--- src/rtl/shell_pkg.sv ---
// Shared definitions for the shell response transmitter: ASCII constants,
// response length, FSM state types and the nibble-to-ASCII helper.
// Build option: define SHELL_RESP_PROMPT_EN to append "> " after CR LF.
package shell_pkg;

    localparam logic [7:0] ASCII_CR     = 8'h0D;
    localparam logic [7:0] ASCII_LF     = 8'h0A;
    localparam logic [7:0] ASCII_PROMPT = 8'h3E;
    localparam logic [7:0] ASCII_SPACE  = 8'h20;

`ifdef SHELL_RESP_PROMPT_EN
    localparam int RESP_BYTES = 8;
`else
    localparam int RESP_BYTES = 6;
`endif

    localparam int               IDX_W    = $clog2(RESP_BYTES);
    localparam logic [IDX_W-1:0] LAST_IDX = IDX_W'(RESP_BYTES - 1);

    typedef enum logic [1:0] {
        SEQ_IDLE = 2'd0,
        SEQ_LOAD = 2'd1,
        SEQ_WAIT = 2'd2,
        SEQ_DONE = 2'd3
    } seq_state_t;

    typedef enum logic [1:0] {
        TX_IDLE  = 2'd0,
        TX_START = 2'd1,
        TX_DATA  = 2'd2,
        TX_STOP  = 2'd3
    } tx_state_t;

    // 0-9 -> '0'-'9', A-F -> 'A'-'F' (uppercase)
    function automatic logic [7:0] nibble_to_ascii(input logic [3:0] nib);
        logic [7:0] chr;
        if (nib < 4'd10) begin
            chr = 8'h30 + {4'h0, nib};
        end else begin
            chr = 8'h37 + {4'h0, nib};
        end
        return chr;
    endfunction

endpackage

--- src/rtl/uart_tx_core.sv ---
// 8N1 UART transmitter core. A one-cycle i_Load starts a frame; o_Done is
// registered so that it is high during the last cycle of the stop bit,
// letting the sequencer reload with a single idle cycle between frames.
module uart_tx_core
    import shell_pkg::*;
#(
    parameter int CLKS_PER_BIT = 217
) (
    input  logic       CLK,
    input  logic       RST,
    input  logic       i_Load,
    input  logic [7:0] i_Byte,
    output logic       o_Active,
    output logic       o_Done,
    output logic       o_Serial
);

    localparam int               CNT_W    = (CLKS_PER_BIT > 2) ? $clog2(CLKS_PER_BIT) : 1;
    localparam logic [CNT_W-1:0] CNT_LAST = CNT_W'(CLKS_PER_BIT - 1);
    localparam logic [CNT_W-1:0] CNT_PRE  = CNT_W'(CLKS_PER_BIT - 2);
    localparam logic [CNT_W-1:0] CNT_ONE  = CNT_W'(1);
    localparam logic [CNT_W-1:0] CNT_ZERO = CNT_W'(0);

    tx_state_t        state;
    logic [CNT_W-1:0] bit_cnt;
    logic [2:0]       bit_idx;
    logic [7:0]       shift;

    // Frame state machine: start bit, eight data bits LSB first, stop bit.
    always_ff @(posedge CLK or posedge RST) begin
        if (RST) begin
            state    <= TX_IDLE;
            bit_cnt  <= CNT_ZERO;
            bit_idx  <= 3'd0;
            shift    <= 8'h00;
            o_Active <= 1'b0;
            o_Done   <= 1'b0;
            o_Serial <= 1'b1;
        end else begin
            o_Done <= 1'b0;
            case (state)
                TX_IDLE: begin
                    o_Serial <= 1'b1;
                    bit_cnt  <= CNT_ZERO;
                    bit_idx  <= 3'd0;
                    if (i_Load) begin
                        shift    <= i_Byte;
                        o_Serial <= 1'b0;
                        o_Active <= 1'b1;
                        state    <= TX_START;
                    end else begin
                        o_Active <= 1'b0;
                    end
                end
                TX_START: begin
                    if (bit_cnt == CNT_LAST) begin
                        bit_cnt  <= CNT_ZERO;
                        o_Serial <= shift[0];
                        state    <= TX_DATA;
                    end else begin
                        bit_cnt <= bit_cnt + CNT_ONE;
                    end
                end
                TX_DATA: begin
                    if (bit_cnt == CNT_LAST) begin
                        bit_cnt <= CNT_ZERO;
                        if (bit_idx == 3'd7) begin
                            bit_idx  <= 3'd0;
                            o_Serial <= 1'b1;
                            state    <= TX_STOP;
                        end else begin
                            o_Serial <= shift[1];
                            shift    <= {1'b0, shift[7:1]};
                            bit_idx  <= bit_idx + 3'd1;
                        end
                    end else begin
                        bit_cnt <= bit_cnt + CNT_ONE;
                    end
                end
                TX_STOP: begin
                    // Flag completion one cycle early so it lines up with the final stop cycle
                    if (bit_cnt == CNT_PRE) begin
                        o_Done <= 1'b1;
                    end
                    if (bit_cnt == CNT_LAST) begin
                        bit_cnt  <= CNT_ZERO;
                        o_Active <= 1'b0;
                        state    <= TX_IDLE;
                    end else begin
                        bit_cnt <= bit_cnt + CNT_ONE;
                    end
                end
                default: begin
                    state    <= TX_IDLE;
                    o_Serial <= 1'b1;
                    o_Active <= 1'b0;
                    bit_cnt  <= CNT_ZERO;
                end
            endcase
        end
    end

endmodule

--- src/rtl/shell_resp_tx.sv ---
// Shell response transmitter: latches a 16-bit value on start and sends it
// as four uppercase hex digits plus CR LF over 8N1 UART.
// Build option: SHELL_RESP_PROMPT_EN appends the "> " prompt (8 bytes total).
module shell_resp_tx
    import shell_pkg::*;
#(
    parameter int CLKS_PER_BIT = 217
) (
    input  logic        CLK,
    input  logic        RST,
    input  logic [15:0] i_Value,
    input  logic        i_Start,
    output logic        o_Busy,
    output logic        o_Done,
    output logic        UART_TX
);

    seq_state_t       state;
    logic [IDX_W-1:0] byte_idx;
    logic [15:0]      value_q;
    logic             core_load;
    logic [7:0]       core_byte;
    logic             core_active;
    logic             core_done;

    // Select the byte for the current index from the latched value
    always_comb begin
        core_byte = ASCII_SPACE;
        case (byte_idx)
            IDX_W'(0): core_byte = nibble_to_ascii(value_q[15:12]);
            IDX_W'(1): core_byte = nibble_to_ascii(value_q[11:8]);
            IDX_W'(2): core_byte = nibble_to_ascii(value_q[7:4]);
            IDX_W'(3): core_byte = nibble_to_ascii(value_q[3:0]);
            IDX_W'(4): core_byte = ASCII_CR;
            IDX_W'(5): core_byte = ASCII_LF;
`ifdef SHELL_RESP_PROMPT_EN
            IDX_W'(6): core_byte = ASCII_PROMPT;
            IDX_W'(7): core_byte = ASCII_SPACE;
`endif
            default:   core_byte = ASCII_SPACE;
        endcase
    end

    // Response sequencer; o_Busy stays high through the o_Done cycle so a
    // start coinciding with o_Done is ignored
    always_ff @(posedge CLK or posedge RST) begin
        if (RST) begin
            state     <= SEQ_IDLE;
            byte_idx  <= {IDX_W{1'b0}};
            value_q   <= 16'h0000;
            core_load <= 1'b0;
            o_Busy    <= 1'b0;
            o_Done    <= 1'b0;
        end else begin
            core_load <= 1'b0;
            o_Done    <= 1'b0;
            case (state)
                SEQ_IDLE: begin
                    if (i_Start && !o_Busy) begin
                        value_q   <= i_Value;
                        byte_idx  <= {IDX_W{1'b0}};
                        o_Busy    <= 1'b1;
                        core_load <= 1'b1;
                        state     <= SEQ_LOAD;
                    end else begin
                        o_Busy <= 1'b0;
                    end
                end
                SEQ_LOAD: begin
                    state <= SEQ_WAIT;
                end
                SEQ_WAIT: begin
                    if (core_done) begin
                        if (byte_idx == LAST_IDX) begin
                            state <= SEQ_DONE;
                        end else begin
                            byte_idx  <= byte_idx + IDX_W'(1);
                            core_load <= 1'b1;
                            state     <= SEQ_LOAD;
                        end
                    end else if (!core_active) begin
                        // Core idle without completing: resend the current byte
                        core_load <= 1'b1;
                        state     <= SEQ_LOAD;
                    end else begin
                        state <= SEQ_WAIT;
                    end
                end
                SEQ_DONE: begin
                    o_Done <= 1'b1;
                    state  <= SEQ_IDLE;
                end
                default: begin
                    state  <= SEQ_IDLE;
                    o_Busy <= 1'b0;
                end
            endcase
        end
    end

    uart_tx_core #(
        .CLKS_PER_BIT(CLKS_PER_BIT)
    ) u_core (
        .CLK     (CLK),
        .RST     (RST),
        .i_Load  (core_load),
        .i_Byte  (core_byte),
        .o_Active(core_active),
        .o_Done  (core_done),
        .o_Serial(UART_TX)
    );

endmodule

--- config.mk ---
export PLATFORM = sky130hd
export DESIGN_NAME = shell_resp_tx
export DESIGN_NICKNAME = d
export VERILOG_FILES = /design/src/rtl/shell_pkg.sv /design/src/rtl/uart_tx_core.sv /design/src/rtl/shell_resp_tx.sv
export SDC_FILE = /design/constraint.sdc
export NUM_CORES = 1
export LEC_CHECK = 0
export BUFFER_PORTS_ARGS = -buffer_cell sky130_fd_sc_hd__buf_2
export CAP_MARGIN = 20
export CORE_MARGIN = 4
export CORE_UTILIZATION = 49
export CTS_BUF_LIST = sky130_fd_sc_hd__clkbuf_16
export DETAILED_ROUTE_END_ITERATION = 10
export GPL_ROUTABILITY_DRIVEN = 0
export GPL_TIMING_DRIVEN = 0
export HOLD_SLACK_MARGIN = 0.05
export PLACE_DENSITY_LB_ADDON = 0.12
export SLEW_MARGIN = 5
export SYNTH_ARGS = -nofsm -noshare
export SYNTH_HDL_FRONTEND = slang
export SYNTH_SLANG_ARGS = --single-unit
--- constraint.sdc ---
create_clock -name CLK -period 2.72 [get_ports CLK]
set_clock_uncertainty 0.1 [all_clocks]
set_input_delay 0.136 -clock CLK [delete_from_list [all_inputs] [get_ports CLK]]
set_output_delay 0.136 -clock CLK [all_outputs]
set_load 0.005 [all_outputs]
Word-level counts from Yosys, hierarchy flattened
Cells that the tools add are included.

Output and inout port bits: 3. Bits in registers: 48.

Reductions and logical operators: 17. $add $sub $neg: 11. Order comparisons: 4. Equal/unequal tests: 23. Muxes and demuxes: 45.

Operator list (number): adder 6 x 4 -> 7 bit, first input constant (8); case mux 8 bit (6 select lines) (1); 2-to-1 mux 8 bit (4); case mux 8 bit (2 select lines) (2); 2-to-1 mux 7 bit (4); 2-to-1 mux 2 bit (9); equality test 8 bit, second input constant (2); less-than comparator 4 bit, second input constant (4); case mux 2 bit (4 select lines) (2); 2-to-1 mux 3 bit (5); 2-to-1 mux 1 bit (13); case mux 3 bit (2 select lines) (2); inequality test 2 x 1 -> 1 bit, second input constant (5); equality test 3 bit, second input constant (3); adder 8 x 1 -> 8 bit, second input constant (1); equality test 2 bit, second input constant (4); inequality test 2 bit, second input constant (4); AND reduction 4 bit (2); adder 3 x 1 -> 3 bit, second input constant (2); equality test 3 x 2 -> 1 bit, second input constant (2); AND reduction 2 bit (3); nonzero test 2 bit (3); AND reduction 5 bit (1); equality test 2 x 1 -> 1 bit, second input constant (2); other kinds (10) (12).

Depth between registers and ports, before layout
Gate-level depths: netlist of run 1.

Depth in word-level cells: 5. Gate-level depth with buffers: 8. Depth with buffers taken out: 7.

Hierarchy
A second synthesis of run 1 with hierarchy kept.

Cell total of the unflattened synthesis: 309. Area total of the unflattened synthesis: 2831.5 sq um.

By module, submodules not included: shell_resp_tx (instances 1, cells an instance 186, area an instance 1525.2 sq um); uart_tx_core (instances 1, cells an instance 123, area an instance 1306.3 sq um).

Worst setup path after synthesis of run 1
No wires, ideal clock.

Path kind: reg-to-reg. From: register byte_idx[0]. To: register u_core.shift[4]. Required time: 2.494 ns. Stages on the path, launching flop included: 7. Clock period less this slack: 2.016 ns. Data arrival time: 1.790 ns. Setup time: 0.126 ns. Setup slack: 0.704 ns. Cell sequence: dfrtp_1 ha_1 ha_1 or4_1 nand2_1 a21oi_1 a221o_1.

Longest elaborated chain between the ends: 4.

RTL lines: start, declared (line shell_resp_tx.sv:19) `logic [IDX_W-1:0] byte_idx;`; start signal, assigned (line shell_resp_tx.sv:49) `byte_idx <= {IDX_W{1'b0}};`; start signal, assigned (line shell_resp_tx.sv:61) `byte_idx <= {IDX_W{1'b0}};`; start signal, assigned (line shell_resp_tx.sv:77) `byte_idx <= byte_idx + IDX_W'(1);`; equality test 3 bit, or another cell as far along (line shell_resp_tx.sv:29) `case (byte_idx)`; case mux 8 bit (6 select lines) * (line shell_resp_tx.sv:29); 2-to-1 mux 8 bit * (line uart_tx_core.sv:46) `if (i_Load) begin`; case mux 8 bit (2 select lines) * (line uart_tx_core.sv:41) `case (state)`; end signal, assigned (line uart_tx_core.sv:47) `shift <= i_Byte;`; end signal, assigned (line uart_tx_core.sv:73) `shift <= {1'b0, shift[7:1]};`; end, declared (line uart_tx_core.sv:27) `logic [7:0] shift;`.

Mark *: on every way between the ends. The rest lies on a longest branch, timed or not. The select of a mux whose other input is x is not followed. A chain may end at the register's enable or synchronous reset.

Final worst setup path of run 1
Ends and elaborated chain as after synthesis.

==> results of run 1 <==
==> kinds of logic after synthesis <==
family / after synthesis / synth area share [%]
DFF: 47 / 43.7
and+or+nand+nor: 108 / 19.3
adders and majority gates: 17 / 7.90
AOI/OAI and AO/OA: 76 / 18.0
muxes: 10 / 4.14
buffers and inverters: 26 / 3.72
xor gates and xnor gates: 10 / 3.25
==> Yosys cell counts, types with 3 or more instances <==
master / instances / area, µm²
a21oi_1: 10 / 50.1
a22oi_1: 5 / 37.5
a32o_1: 3 / 30.0
and2_1: 5 / 31.3
clkbuf_1: 3 / 11.3
dfrtp_1: 46 / 1150
ha_1: 17 / 213
inv_1: 21 / 78.8
mux2_2: 9 / 101
nand2_1: 40 / 150
nand2b_1: 3 / 18.8
nand3_1: 6 / 30.0
nor2_1: 27 / 101
nor2b_1: 8 / 50.1
nor3_1: 6 / 30.0
o21ai_0: 36 / 180
o22ai_1: 3 / 18.8
xnor2_1: 6 / 52.6
xor2_1: 4 / 35.0
==> path summary, 6_finish.rpt <==
| check | startpoint | to | depth (start not counted) |
|---|---|---|---|
| setup reg to reg | byte_idx[0] | u_core.shift[4] | 6 |
| setup / recovery | byte_idx[0] | u_core.shift[4] | 6 |
| max in group asynchronous | RST | u_core.o_Serial | 4 |
| hold reg to reg | u_core.bit_cnt[0] | u_core.bit_cnt[0] | 1 |
| min in group CLK | u_core.bit_cnt[0] | u_core.bit_cnt[0] | 1 |
| hold / removal | RST | u_core.state[0] | 3 |
==> registers in the layout, summed over array words and instances, names as in the netlist <==
name	count
o_Busy	1
u_core.bit_cnt	8
u_core.o_Done	1
core_load	1
u_core.shift	7
u_core.o_Active	1
u_core.bit_idx	3
o_Done	1
value_q	16
state	2
u_core.state	2
u_core.o_Serial	1
byte_idx	3
==> layout by cell type (no fill, tap or decap), types with 8 or more instances in the layout <==
cell / netlist / routed
o21ai_0: 36 / 36
nor2b_1: 8 / 8
nand2_1: 40 / 40
a21oi_1: 10 / 10
dlygate4sd3_1: 0 / 17
mux2_2: 9 / 9
inv_1: 21 / 20
ha_1: 17 / 17
buf_2: 2 / 23
nor2_1: 27 / 27
dfrtp_1: 46 / 46
==> worst max-delay path, stage by stage, from the launching register on <==
cell     delay (ps)
dfrtp_1         440
ha_1            220
ha_1            290
or4_1           600
nand2_1         160
a21oi_1          60
a221o_1         260
==> per-stage QoR <==
| step | instance area, µm² | hold WS [ps] | utilization [%] | power [mW] | worst slack [ps] |
|---|---|---|---|---|---|
| finish | 3240 | 311 | 62.2 | 3.44 | 494 |
| global route | 3240 | 361 | 62.2 | 3.74 | 373 |
| CTS | 3240 | 329 | 62.2 | 3.45 | 493 |
| detailed placement | 2910 | 77.9 | 55.8 | 2.72 | 515 |
| global placement | 2890 | 238 | 55.4 | 2.68 | 527 |
| floorplan | 2690 | 153 | - | 2.32 | 704 |
==> layer usage <==
layer / up-vias / track usage [%] / wire, µm
li1: 1120 / - / -
met1: 1045 / 28.9 / 3010
met2: 58 / 30.5 / 2580
met3: 5 / 4.45 / 325
met4: 0 / 4.82 / 55
met5: - / 0 / 0
==> what timing repair did <==
item	CTS	global route
gates resized for setup	0	0
hold endpoints to repair	36	0
endpoints found under the setup margin	0	0
hold buffers	17	0
==> layout make-up <==
type,count,area [µm²],share of cell area (%)
multi-input cells,221,1420,43.7
inverters,21,78.8,2.43
well taps,70,87.6,2.70
flip-flops and latches,47,1180,36.3
clock inverters,3,38.8,1.20
clock buffers,5,125,3.86
repair buffers,39,295,9.12
plain buffers,5,21.3,0.657
==> power by group through the flow <==
stage,Clock [mW],Sequential [mW],Combinational (mW)
6_report,0.689,1.26,1.49
5_1_grt,0.725,1.31,1.71
4_1_cts,0.702,1.26,1.49
3_5_place_dp,0,1.26,1.45
3_3_place_gp,0,1.25,1.43
2_1_floorplan,0,1.18,1.14
==> impl_metrics.toml, run 1 <==
[floorplanning]
num_rows = 26
core_area_um2 = 5200
die_y_um = 82.1
die-area_um2 = 6750
die_w_um = 82.1
num_io_pins = 22
start_util_pct = 51.7

[power_and_ir_drop]
p_clk_share_pct = 20.0
seq_power_share_pct = 36.7
p_sw_share_pct = 40.5
power.density_nw_per_um2 = 1060
leakagePower_nw = 1.47
switchingPower_mw = 1.39
p_int_mw = 2.04
vdd_ir_drop_max_v = 0.000699
combPwrFrac_pct = 43.2

[setup_path]
worstPathArrival_ps = 2300
ff2ff_setup_slack_ps = 490
end_kind = "register"
crit_fanout = 7
cp.required_ps = 2790
startpoint_type = "register"
crit_type = "reg -> reg"

[timing]
setup_viol = 0
setup_tns_ps = 0
fmax_ghz = 0.449
hold_viol = 0
worst_pin_slew_ps = 567
max_slew_margin_pct = 62.0
slew_viol_final = 0
rsz0062_at_grt = "no"
timing.final.crit_share_pct = 81.8
fin_crit_ps = 2230

[run]
maxCapViolCount = 0

[clock_tree]
cts_buffer_depth = 2
cts_tree = "done"
cts_setup_buffers = 0
numCtsBuffers = 5
cts-root-buf = "clkbuf_16"
clk_pin_slew_ps = 70
clkLatencyLatePin_ps = 280
cts.sinks = 47
htreeDepth = 2

[synth]
synth_edf_count = 0
avgSynthCellArea_um2 = 9.16
synth-seq-cells = 47
yosys_warnings = 0
synthesis.area_um2 = 2690
synth_cell_types = 47
async_flop_share_pct = 100
synth-seq-area-share_pct = 43.7
netlist_instances = 294
ys.flop_type = "dfrtp_1"
synth_nets = 330

[outcome]
outcome = "completed"

[grt]
grt_max_degree = 28
grtUsageTotal_pct = 20.0
grt_pass1_vias = 2152
overflow = 0
grt_pass1_wl_mm = 10.2
antenna_found_initial = 0

[routing]
drc = 0
finalWirelength_mm = 5.97
drtIter0Drc = 193
via_per_inst = 5.42
drtPass1Iterations = 4
vias = 2228
drt-wirelength-per-cell_um = 14.5
drtAntennaViolNets = 0

[place]
dp_cells = 386
dpl.hpwl_mm = 4.29
io_buffers = 21

[layout]
drive_above_1_share_pct = 13.8
antenna-diode-count = 0
instances_no_fill = 411
syn_to_final_growth_pct = 20.3
final_nets = 376
fill_cells = 456

[worst_hold_path]
hold_path_class = "in -> async"
Note: power is estimated with default switching activity, not from simulation.
==> run 2: changes to the inputs <==
- clock period: 2.72 -> 2.31 ns (I/O delays scaled with it)
==> run 2 against run 1 <==
Effect of this change: count of clock-buffer cells in the layout is the same; flip-flop and latch count is the same; die area is the same; design area grew 0.12%; via count grew 0.40%; critical path depth is the same; non-clock buffer count is the same; cell count is the same; sequential share of layout area is essentially flat; largest cell class unchanged.
==> impl_metrics.toml, run 2 (same netlist as run 1, synthesis figures left out) <==
[outcome]
outcome = "completed"

[layout]
syn_to_final_growth_pct = 20.4
drive_above_1_share_pct = 14.4
top_register = "value_q"
final_nets = 376
multi_input_area_um2 = 1420
largest_reg_flops = 16
fin_area_um2 = 3240
layout_common_cells = "dfrtp_1 (45), nand2_1 (40), o21ai_0 (36), nor2_1 (27), buf_2 (23)"
fill_cells = 454
instances_no_fill = 411
register_area_um2 = 1180
antenna-diode-count = 0
mostFrequentLayoutCell = "dfrtp_1"
reg_top3 = "value_q (16), u_core.bit_cnt (8), u_core.shift (7)"

[setup_path]
worstPathArrival_ps = 2220
end_kind = "register"
startpoint_type = "register"
ff2ff_setup_slack_ps = 170
slowest_stage = "a2111oi_4"
cp.required_ps = 2380
cpMostUsedCell = "ha_1"
crit_fanout = 7
crit_type = "reg -> reg"
crit_chain = "ha_1, ha_1, nand2b_1, a2111oi_4, nor2_2, a221o_1"
cpPeakStageDelay_ps = 420

[timing]
timing.final.crit_share_pct = 92.8
setup_viol = 0
fin_crit_ps = 2140
worst_pin_slew_ps = 567
slew_viol_final = 0
max_slew_margin_pct = 62.0
rsz0062_at_grt = "no"
setup_tns_ps = 0
fmax_ghz = 0.466
setup_slack_ps = 165
hold_viol = 0

[grt]
overflow = 0
antenna_found_initial = 0
grtUsageTotal_pct = 20.0
grt_max_degree = 28
grt_pass1_vias = 2152
grt_pass1_wl_mm = 10.2

[clock_tree]
numCtsBuffers = 5
cts_setup_buffers = 0
htreeDepth = 2
cts_tree = "done"
clkLatencyLatePin_ps = 280
cts.sinks = 47
cts_buffer_depth = 2
cts-root-buf = "clkbuf_16"
clk_pin_slew_ps = 70

[floorplanning]
num_io_pins = 22
num_rows = 26
core_area_um2 = 5200
die_y_um = 82.1
die-area_um2 = 6750
die_w_um = 82.1
start_util_pct = 51.7

[routing]
drtAntennaViolNets = 0
vias = 2237
drc = 0
finalWirelength_mm = 5.99
drtPass1Iterations = 4
drtIter0Drc = 177
via_per_inst = 5.44
drt-wirelength-per-cell_um = 14.6

[place]
io_buffers = 21
dpl.hpwl_mm = 4.29
place_area_um2 = 2910
dp_cells = 386
preCtsSetupSlack_ps = 105

[run]
maxCapViolCount = 0

[power_and_ir_drop]
leakagePower_nw = 1.47
power.density_nw_per_um2 = 1250
vdd_ir_drop_max_v = 0.000824

[worst_hold_path]
hold_path_class = "in -> async"
## run 2: stage by stage
step	total power [mW]	hold WS (ps)	util, %
2_1_floorplan	2.73	132	-
3_3_place_gp	3.15	218	55.4
3_5_place_dp	3.20	57.4	55.8
4_1_cts	4.06	309	62.2
5_1_grt	4.41	340	62.3
6_report	4.05	291	62.3
## run 2: area by class of cell
cell class,count,share of cell area [%]
clock inverters,3,1.20
plain buffers,5,0.656
well taps,70,2.70
multi-input cells,221,43.7
clock buffers,5,3.86
repair buffers,39,9.10
inverters,21,2.43
flip-flops and latches,47,36.3
## run 2: critical path: cells and delay by family, from the launching register on
family | cells | cell delay [ps]
compound gates | 2 | 730
fa+ha+maj | 2 | 440
flops | 1 | 400
simple gates | 2 | 360
## run 2: worst paths after layout
kind                                    from           endpoint  depth (start not counted)
setup / recovery           u_core.bit_idx[0]    u_core.shift[4]                          6
hold / removal                           RST    u_core.state[0]                          3
max in group asynchronous                RST    u_core.o_Serial                          4
setup reg to reg           u_core.bit_idx[0]    u_core.shift[4]                          6
min in group CLK           u_core.bit_cnt[0]  u_core.bit_cnt[0]                          1
hold reg to reg            u_core.bit_cnt[0]  u_core.bit_cnt[0]                          1
## run 2: repair_timing
item | in CTS | in global routing
hold buffers | 17 | 0
setup endpoints to repair | 0 | 1
resized for setup | 0 | 2
hold endpoints to repair | 36 | 0
## run 2: metal layers
metal	track usage (%)	share of wire, %	vias to the layer above
li1	-	-	1121
met1	28.9	51	1065
met2	30.5	44	46
met3	4.45	3.8	5
met4	4.82	0.92	0
met5	0	0	-
## run 2: power breakdown
group          internal, mW  total (mW)  switching [mW]
Sequential             1.14        1.49           0.354
Clock                 0.505       0.811           0.306
Combinational         0.768        1.75           0.982
Total                  2.41        4.05            1.64
